<file path="src/rtl/prog_loader.sv">
// Program-memory loader: assembles big-endian 32-bit words from a byte stream and
// writes them from address 0 upward. Optional checksum stage: PROG_LOADER_CSUM_EN.
`timescale 1ns/1ps

module prog_loader #(
    parameter int unsigned ADDR_W = 8,
    parameter int unsigned WORD_W = 32
) (
    input  logic              clock,
    input  logic              rst_n,
    input  logic              start,
    input  logic [7:0]        byte_in,
    input  logic              byte_valid,
    output logic              byte_ready,
    output logic              pm_we,
    output logic [ADDR_W-1:0] pm_addr,
    output logic [WORD_W-1:0] pm_wdata,
    output logic              cpu_hold,
    output logic              done,
    output logic              err,
    output logic [ADDR_W-1:0] word_count
);

    localparam int unsigned SHIFT_W = WORD_W - 8;

`ifdef PROG_LOADER_CSUM_EN
    typedef enum logic [2:0] {S_IDLE, S_LEN, S_DATA, S_WRITE, S_CSUM, S_DONE} state_e;
`else
    typedef enum logic [2:0] {S_IDLE, S_LEN, S_DATA, S_WRITE, S_DONE} state_e;
`endif

    state_e              state_q, state_d;
    logic [ADDR_W-1:0]   len_q, len_d;
    logic [ADDR_W-1:0]   idx_q, idx_d;
    logic [ADDR_W-1:0]   count_q, count_d;
    logic [1:0]          bcnt_q, bcnt_d;
    logic [SHIFT_W-1:0]  word_q, word_d;
    logic                ready_q, ready_d;
    logic                we_q, we_d;
    logic [ADDR_W-1:0]   addr_q, addr_d;
    logic [WORD_W-1:0]   wdata_q, wdata_d;
    logic                hold_q, hold_d;
    logic                done_q, done_d;
`ifdef PROG_LOADER_CSUM_EN
    logic [7:0]          csum_q, csum_d;
    logic                err_q, err_d;
`endif
    logic                xfer_c;
    logic [ADDR_W-1:0]   len_in_c;

    assign xfer_c   = byte_valid & ready_q;
    assign len_in_c = ADDR_W'(byte_in);

    // Next-state and next-output computation
    always_comb begin
        state_d = state_q;
        len_d   = len_q;
        idx_d   = idx_q;
        count_d = count_q;
        bcnt_d  = bcnt_q;
        word_d  = word_q;
        addr_d  = addr_q;
        wdata_d = wdata_q;
`ifdef PROG_LOADER_CSUM_EN
        csum_d  = csum_q;
        err_d   = err_q;
`endif

        case (state_q)
            S_IDLE: begin
                if (start) begin
                    state_d = S_LEN;
                    idx_d   = '0;
                    count_d = '0;
                    bcnt_d  = 2'd0;
`ifdef PROG_LOADER_CSUM_EN
                    csum_d  = 8'h00;
                    err_d   = 1'b0;
`endif
                end
            end
            S_LEN: begin
                if (xfer_c) begin
                    len_d  = len_in_c;
                    bcnt_d = 2'd0;
`ifdef PROG_LOADER_CSUM_EN
                    csum_d = csum_q ^ byte_in;
                    state_d = (len_in_c == '0) ? S_CSUM : S_DATA;
`else
                    state_d = (len_in_c == '0) ? S_DONE : S_DATA;
`endif
                end
            end
            S_DATA: begin
                if (xfer_c) begin
                    word_d = {word_q[SHIFT_W-9:0], byte_in};
                    bcnt_d = bcnt_q + 2'd1;
`ifdef PROG_LOADER_CSUM_EN
                    csum_d = csum_q ^ byte_in;
`endif
                    if (bcnt_q == 2'd3) begin
                        state_d = S_WRITE;
                        addr_d  = idx_q;
                        wdata_d = {word_q, byte_in};
                    end
                end
            end
            S_WRITE: begin
                idx_d   = idx_q + ADDR_W'(1);
                count_d = count_q + ADDR_W'(1);
                if (idx_d == len_q) begin
`ifdef PROG_LOADER_CSUM_EN
                    state_d = S_CSUM;
`else
                    state_d = S_DONE;
`endif
                end else begin
                    state_d = S_DATA;
                end
            end
`ifdef PROG_LOADER_CSUM_EN
            S_CSUM: begin
                if (xfer_c) begin
                    err_d   = (byte_in != csum_q);
                    state_d = S_DONE;
                end
            end
`endif
            S_DONE: begin
                state_d = S_IDLE;
            end
            default: begin
                state_d = S_IDLE;
            end
        endcase

        // Registered outputs are a function of the state being entered
`ifdef PROG_LOADER_CSUM_EN
        ready_d = (state_d == S_LEN) || (state_d == S_DATA) || (state_d == S_CSUM);
        hold_d  = (state_d == S_LEN) || (state_d == S_DATA) || (state_d == S_WRITE) ||
                  (state_d == S_CSUM);
`else
        ready_d = (state_d == S_LEN) || (state_d == S_DATA);
        hold_d  = (state_d == S_LEN) || (state_d == S_DATA) || (state_d == S_WRITE);
`endif
        we_d    = (state_d == S_WRITE);
        done_d  = (state_d == S_DONE);
    end

    always_ff @(posedge clock or negedge rst_n) begin
        if (!rst_n) begin
            state_q <= S_IDLE;
            len_q   <= '0;
            idx_q   <= '0;
            count_q <= '0;
            bcnt_q  <= 2'd0;
            word_q  <= '0;
            ready_q <= 1'b0;
            we_q    <= 1'b0;
            addr_q  <= '0;
            wdata_q <= '0;
            hold_q  <= 1'b0;
            done_q  <= 1'b0;
`ifdef PROG_LOADER_CSUM_EN
            csum_q  <= 8'h00;
            err_q   <= 1'b0;
`endif
        end else begin
            state_q <= state_d;
            len_q   <= len_d;
            idx_q   <= idx_d;
            count_q <= count_d;
            bcnt_q  <= bcnt_d;
            word_q  <= word_d;
            ready_q <= ready_d;
            we_q    <= we_d;
            addr_q  <= addr_d;
            wdata_q <= wdata_d;
            hold_q  <= hold_d;
            done_q  <= done_d;
`ifdef PROG_LOADER_CSUM_EN
            csum_q  <= csum_d;
            err_q   <= err_d;
`endif
        end
    end

    assign byte_ready = ready_q;
    assign pm_we      = we_q;
    assign pm_addr    = addr_q;
    assign pm_wdata   = wdata_q;
    assign cpu_hold   = hold_q;
    assign done       = done_q;
    assign word_count = count_q;
`ifdef PROG_LOADER_CSUM_EN
    assign err        = err_q;
`else
    assign err        = 1'b0;
`endif

endmodule
</file>
<file path="config.mk">
export PLATFORM = sky130hd
export DESIGN_NAME = prog_loader
export DESIGN_NICKNAME = d
export VERILOG_FILES = /design/src/rtl/prog_loader.sv
export SDC_FILE = /design/constraint.sdc
export NUM_CORES = 1
export LEC_CHECK = 0
export CORE_MARGIN = 4
export CORE_UTILIZATION = 44
export CTS_CLUSTER_SIZE = 14
export DETAILED_ROUTE_END_ITERATION = 10
export GPL_TIMING_DRIVEN = 0
export MAX_ROUTING_LAYER = met4
export PLACE_DENSITY = 0.67
export SLEW_MARGIN = 30
export SYNTH_ARGS = -nofsm -noshare
export SYNTH_HDL_FRONTEND = slang
export SYNTH_SLANG_ARGS = --single-unit
</file>
<file path="constraint.sdc">
create_clock -name clock -period 1.95 [get_ports clock]
set_input_delay 0.195 -clock clock [delete_from_list [all_inputs] [get_ports clock]]
set_output_delay 0.195 -clock clock [all_outputs]
set_load 0.1 [all_outputs]
</file>
; ---- Word-level counts from Yosys, hierarchy flattened
; Index checks and enable logic that the tools add are counted.
[word_totals]
input_bits = 12
out_inout_bits = 53
regBits = 97
wordCells = 53
[op_classes]
n_eq_ne = 12
add_sub_neg = 3
mux = 14
bitwise_logic = 1
reduce_logical = 11
[ops]
columns = op, n
row1 = $pmux 8 s2, 2
row2 = $mux 3, 6
row3 = $add 8x1->8 const B, 2
row4 = $eq 3x2->1 const B, 4
row5 = $pmux 3 s4, 1
row6 = $eq 8x8->1, 1
row7 = $logic_not 8->1, 1
row8 = $mux 8, 1
row9 = $eq 3x1->1 const B, 2
row10 = $mux 2, 3
row11 = $ne 2x2->1 const B, 3
row12 = $pmux 2 s3, 1
row13 = $reduce_and 2->1, 3
row14 = $reduce_and 4->1, 1
row15 = $eq 3x3->1 const B, 1
row16 = $logic_not 3->1, 1
row17 = $reduce_and 3->1, 1
row18 = $reduce_bool 3->1, 1
row19 = $add 2x1->2 const B, 1
row20 = $eq 2x2->1 const B, 1
row21 = $logic_or 1x1->1, 2
row22 = $reduce_bool 2->1, 1
row23 = $and 1x1->1, 1

; ---- Depth between registers and ports, before layout
[logic_depth]
word_depth = 7
mapped_depth = 8
depth_no_buf = 6

; ---- Worst setup path after synthesis
; No wires, ideal clock.
[synth_path]
kind = register to register
start = reg ready_q (netlist: byte_ready)
end = reg wdata_q[22] (netlist: pm_wdata[22])
path_slack_ns = -0.467
arrival_time_ns = 2.289
required_ns = 1.822
synth_period_minus_slack_ns = 2.417
path_buffers = 2
setup_time_ns = 0.128
stages_incl_launch_ff = 7
cell_sequence = dfrtp_1 > nand2_1 > nor3_4 > and2_1 > buf_6 > buf_8 > mux2_1
[synth_via]
elab_chain_len = 2
[synth_rtl]
columns = element, line_no
row1 = start: declaration, 38  ; logic ready_q, ready_d;
row2 = start signal: assignment, 175  ; ready_q <= ready_d;
row3 = $and 1x1->1, 51  ; assign xfer_c = byte_valid & ready_q;
row4 = $reduce_and 3->1 (no line), -
row5 = end signal: assignment, 178  ; wdata_q <= wdata_d;
row6 = end: declaration, 41  ; logic [WORD_W-1:0] wdata_q, wdata_d;
; Every way passes these cells.
; A chain may end at the register's enable or synchronous reset.

; ---- Final worst setup path
[layout_path]
start = reg count_q[0] (netlist: word_count[0])
end = out word_count[0]
[layout_rtl]
columns = element, line_no
row1 = start: declaration, 35  ; logic [ADDR_W-1:0] count_q, count_d;
row2 = start signal: assignment, 172  ; count_q <= count_d;
row3 = end: declaration, 21  ; output logic [ADDR_W-1:0] word_count
; No word-level cell between the ends.

==> results.toml <==
[status]
status = "completed"

[finish]
synthToLayoutAreaGrowth_pct = 23.71
nets = 412
postLayoutCellArea_um2 = 5393
nFillCells = 871
n_antenna_cell = 0
drive_above_1_share_pct = 29.10

[critical_path]
cp_num_buf_inv = 1
crit_chain = "clkdlybuf4s15_1"
critPathArrivalTime_ps = 1680
startpoint = "word_count[0]"
required_ps = 1750
critical-path-slowest-cell = "clkdlybuf4s15_1"
start_kind = "flop"
end_kind = "output pin"
crit_family = "buffers and inverters"
slowest_delay_ps = 860
cp_max_fo = 7
r2r-start = "idx_q[0]"
critical_path_class = "flop to output pin"

[sta]
rsz0062_at_grt = "no"
relSlewSlack_pct = 33.76
final-setup-viol-count = 0
max_freq_mhz = 534.4
max_slew.worst_pin.slew_ps = 997.5
drv_slew = 0
fin_crit_ps = 1871
final_min_period_over_clock_period_pct = 95.96
finalHoldViolations = 0
skew_ps = 9.380

[clock_tree]
cts_made_buffers = 9
cts_tree = "yes"
cts.reportedPaths.clkPinSlew_ps = 110
clock-root-buffer = "clkbuf_8"
cts_buffer_depth = 2
cts.sinks = 97
clk_latency_ps = 360
htreeDepth = 3

[floorplanning]
coreArea_um2 = 9729
die-height_um = 107.5
row_count = 36
die_w_um = 107.5
io_pins = 65
start_util_pct = 44.80
dieArea_um2 = 11560

[routing]
via_per_inst = 5.086
drcViolationCount = 0
dr_total_vias = 2721
wire_per_inst_um = 15.96
drtIter0Drc = 109
dr.pass1.iters = 4
drt_wl_total_mm = 8.539
ant_nets = 0

[synthesis]
synth_fp_nets = 332
ys_ff_latch = 97
yosysTopAreaCellShare_pct = 55.68
ys_warn_count = 0
synth.area.top_cells = "dfrtp_1, mux2_4, mux2_2"
async_reset_ff_share_pct = 100.0
post-synth-top-area-cell = "dfrtp_1"
syn_inst = 317
synth-main-ff-cell = "dfrtp_1"
synth_edf_count = 0
synth_cell_types = 51
syn-mean-instance-area_um2 = 13.75
synth-seq-area-share_pct = 55.68
syn_area_um2 = 4359

[grt]
grt_pass1_vias = 2775
grt_max_degree = 55
grt.overflow.total = 0
antenna_found_initial = 0
globalRouteTotalUtil_pct = 15.87
grt_pass1_wl_mm = 14.15

[place]
dp_hpwl_mm = 6.096
port_buffers = 63
place.gp.congestion = 0.7669
placed_cell_area_um2 = 5189

[flow_run]
cap_violations = 0

[min_path]
hold_class = "input port to asynchronous set/reset pin"
[cells by family (layout without fill, tap and decap cells)]
group,count (synthesis),after routing,synth area share [%]
multiplexers,73,73,21.41
XOR/XNOR,11,11,2.210
flip-flops,97,97,55.68
adder cells (fa/ha/maj),3,3,0.8612
buffers and inverters,22,107,4.391
AO/OA/AOI/OAI,47,47,7.233
AND/OR/NAND/NOR,63,63,8.123
other,1,1,0.08603
[stage by stage]
stage | std cells | TNS (ps) | util (%) | worst slack [ps] | hold WS (ps)
final | 535 | 0 | 55.43 | 78.70 | 306.9
after global routing | 535 | 0 | 55.43 | 1.389 | 330.1
after CTS | 533 | 0 | 55.25 | 15.52 | 316.3
after detailed placement | 514 | -10710 | 53.33 | -263.7 | 153.5
after global placement | 513 | -292570 | 53.04 | -3579 | 465.5
after floorplan | 317 | 0 | - | 30.22 | -100.6
[cell usage after synthesis, types with 4 or more instances]
master,count
dfrtp_1,97
buf_2,8
xor2_1,4
buf_6,4
xnor2_1,7
a31oi_1,6
mux2_4,30
o21ai_0,17
nor2_1,16
nand4_1,7
mux2_1,8
mux2_2,34
and3_1,4
nand2_1,13
nand3_1,6
[what timing repair did]
action | in CTS | in global routing
hold endpoints to repair | 43 | 0
setup endpoints to repair | 94 | 9
buffers inserted | 2 | 2
hold buffers | 1 | 0
gates cloned | 0 | 0
resized for setup | 54 | 6
pin swaps | 1 | 1
[layout by cell type, fill, tap and decap left out, types with 7 or more instances in the layout]
cell             instances
buf_2                    8
o21ai_0                 17
clkdlybuf4s50_1         10
dlygate4sd2_1           49
nand4_1                  7
xnor2_1                  7
mux2_1                   8
mux2_4                  30
mux2_2                  34
dfrtp_1                 94
clkbuf_8                 9
nand2_1                 13
nor2_1                  16
[final timing paths]
check	endpoint	slack, ps	depth (start not counted)
setup / recovery	word_count[0]	80	1
hold / removal	pm_we	310	2
setup reg to reg	done	110	6
hold reg to reg	pm_wdata[26]	490	1
max in group asynchronous	idx_q[0]	1030	3
min in group clock	pm_wdata[26]	490	1
[metal layers]
layer	part of all wire [%]	up-vias	track usage [%]
met5	0	-	-
met4	0.89	0	5.140
met3	4.0	6	2.639
met2	48	49	23.98
met1	47	1369	22.05
li1	-	1297	-
[registers in the layout, summed over array words and instances (netlist names), 2 cells and up]
| name | count |
|---|---|
| pm_wdata | 32 |
| word_q | 24 |
| idx_q | 8 |
| len_q | 8 |
| pm_addr | 8 |
| word_count | 8 |
| state_q | 3 |
| bcnt_q | 2 |
[final cells by class]
class	count	area [um^2]	share of cell area, %
Inverter	2	8.758	0.1624
Multi-Input combinational cell	198	1748	32.41
Buffer	20	182.7	3.387
Tap cell	133	166.4	3.086
Clock inverter	7	96.34	1.787
Clock buffer	9	123.9	2.297
Sequential cell	97	2434	45.13
Timing Repair Buffer	69	633.1	11.74
Power is not shown: default switching activity piles up to over one toggle a cycle in this logic, so the estimate is an artifact.
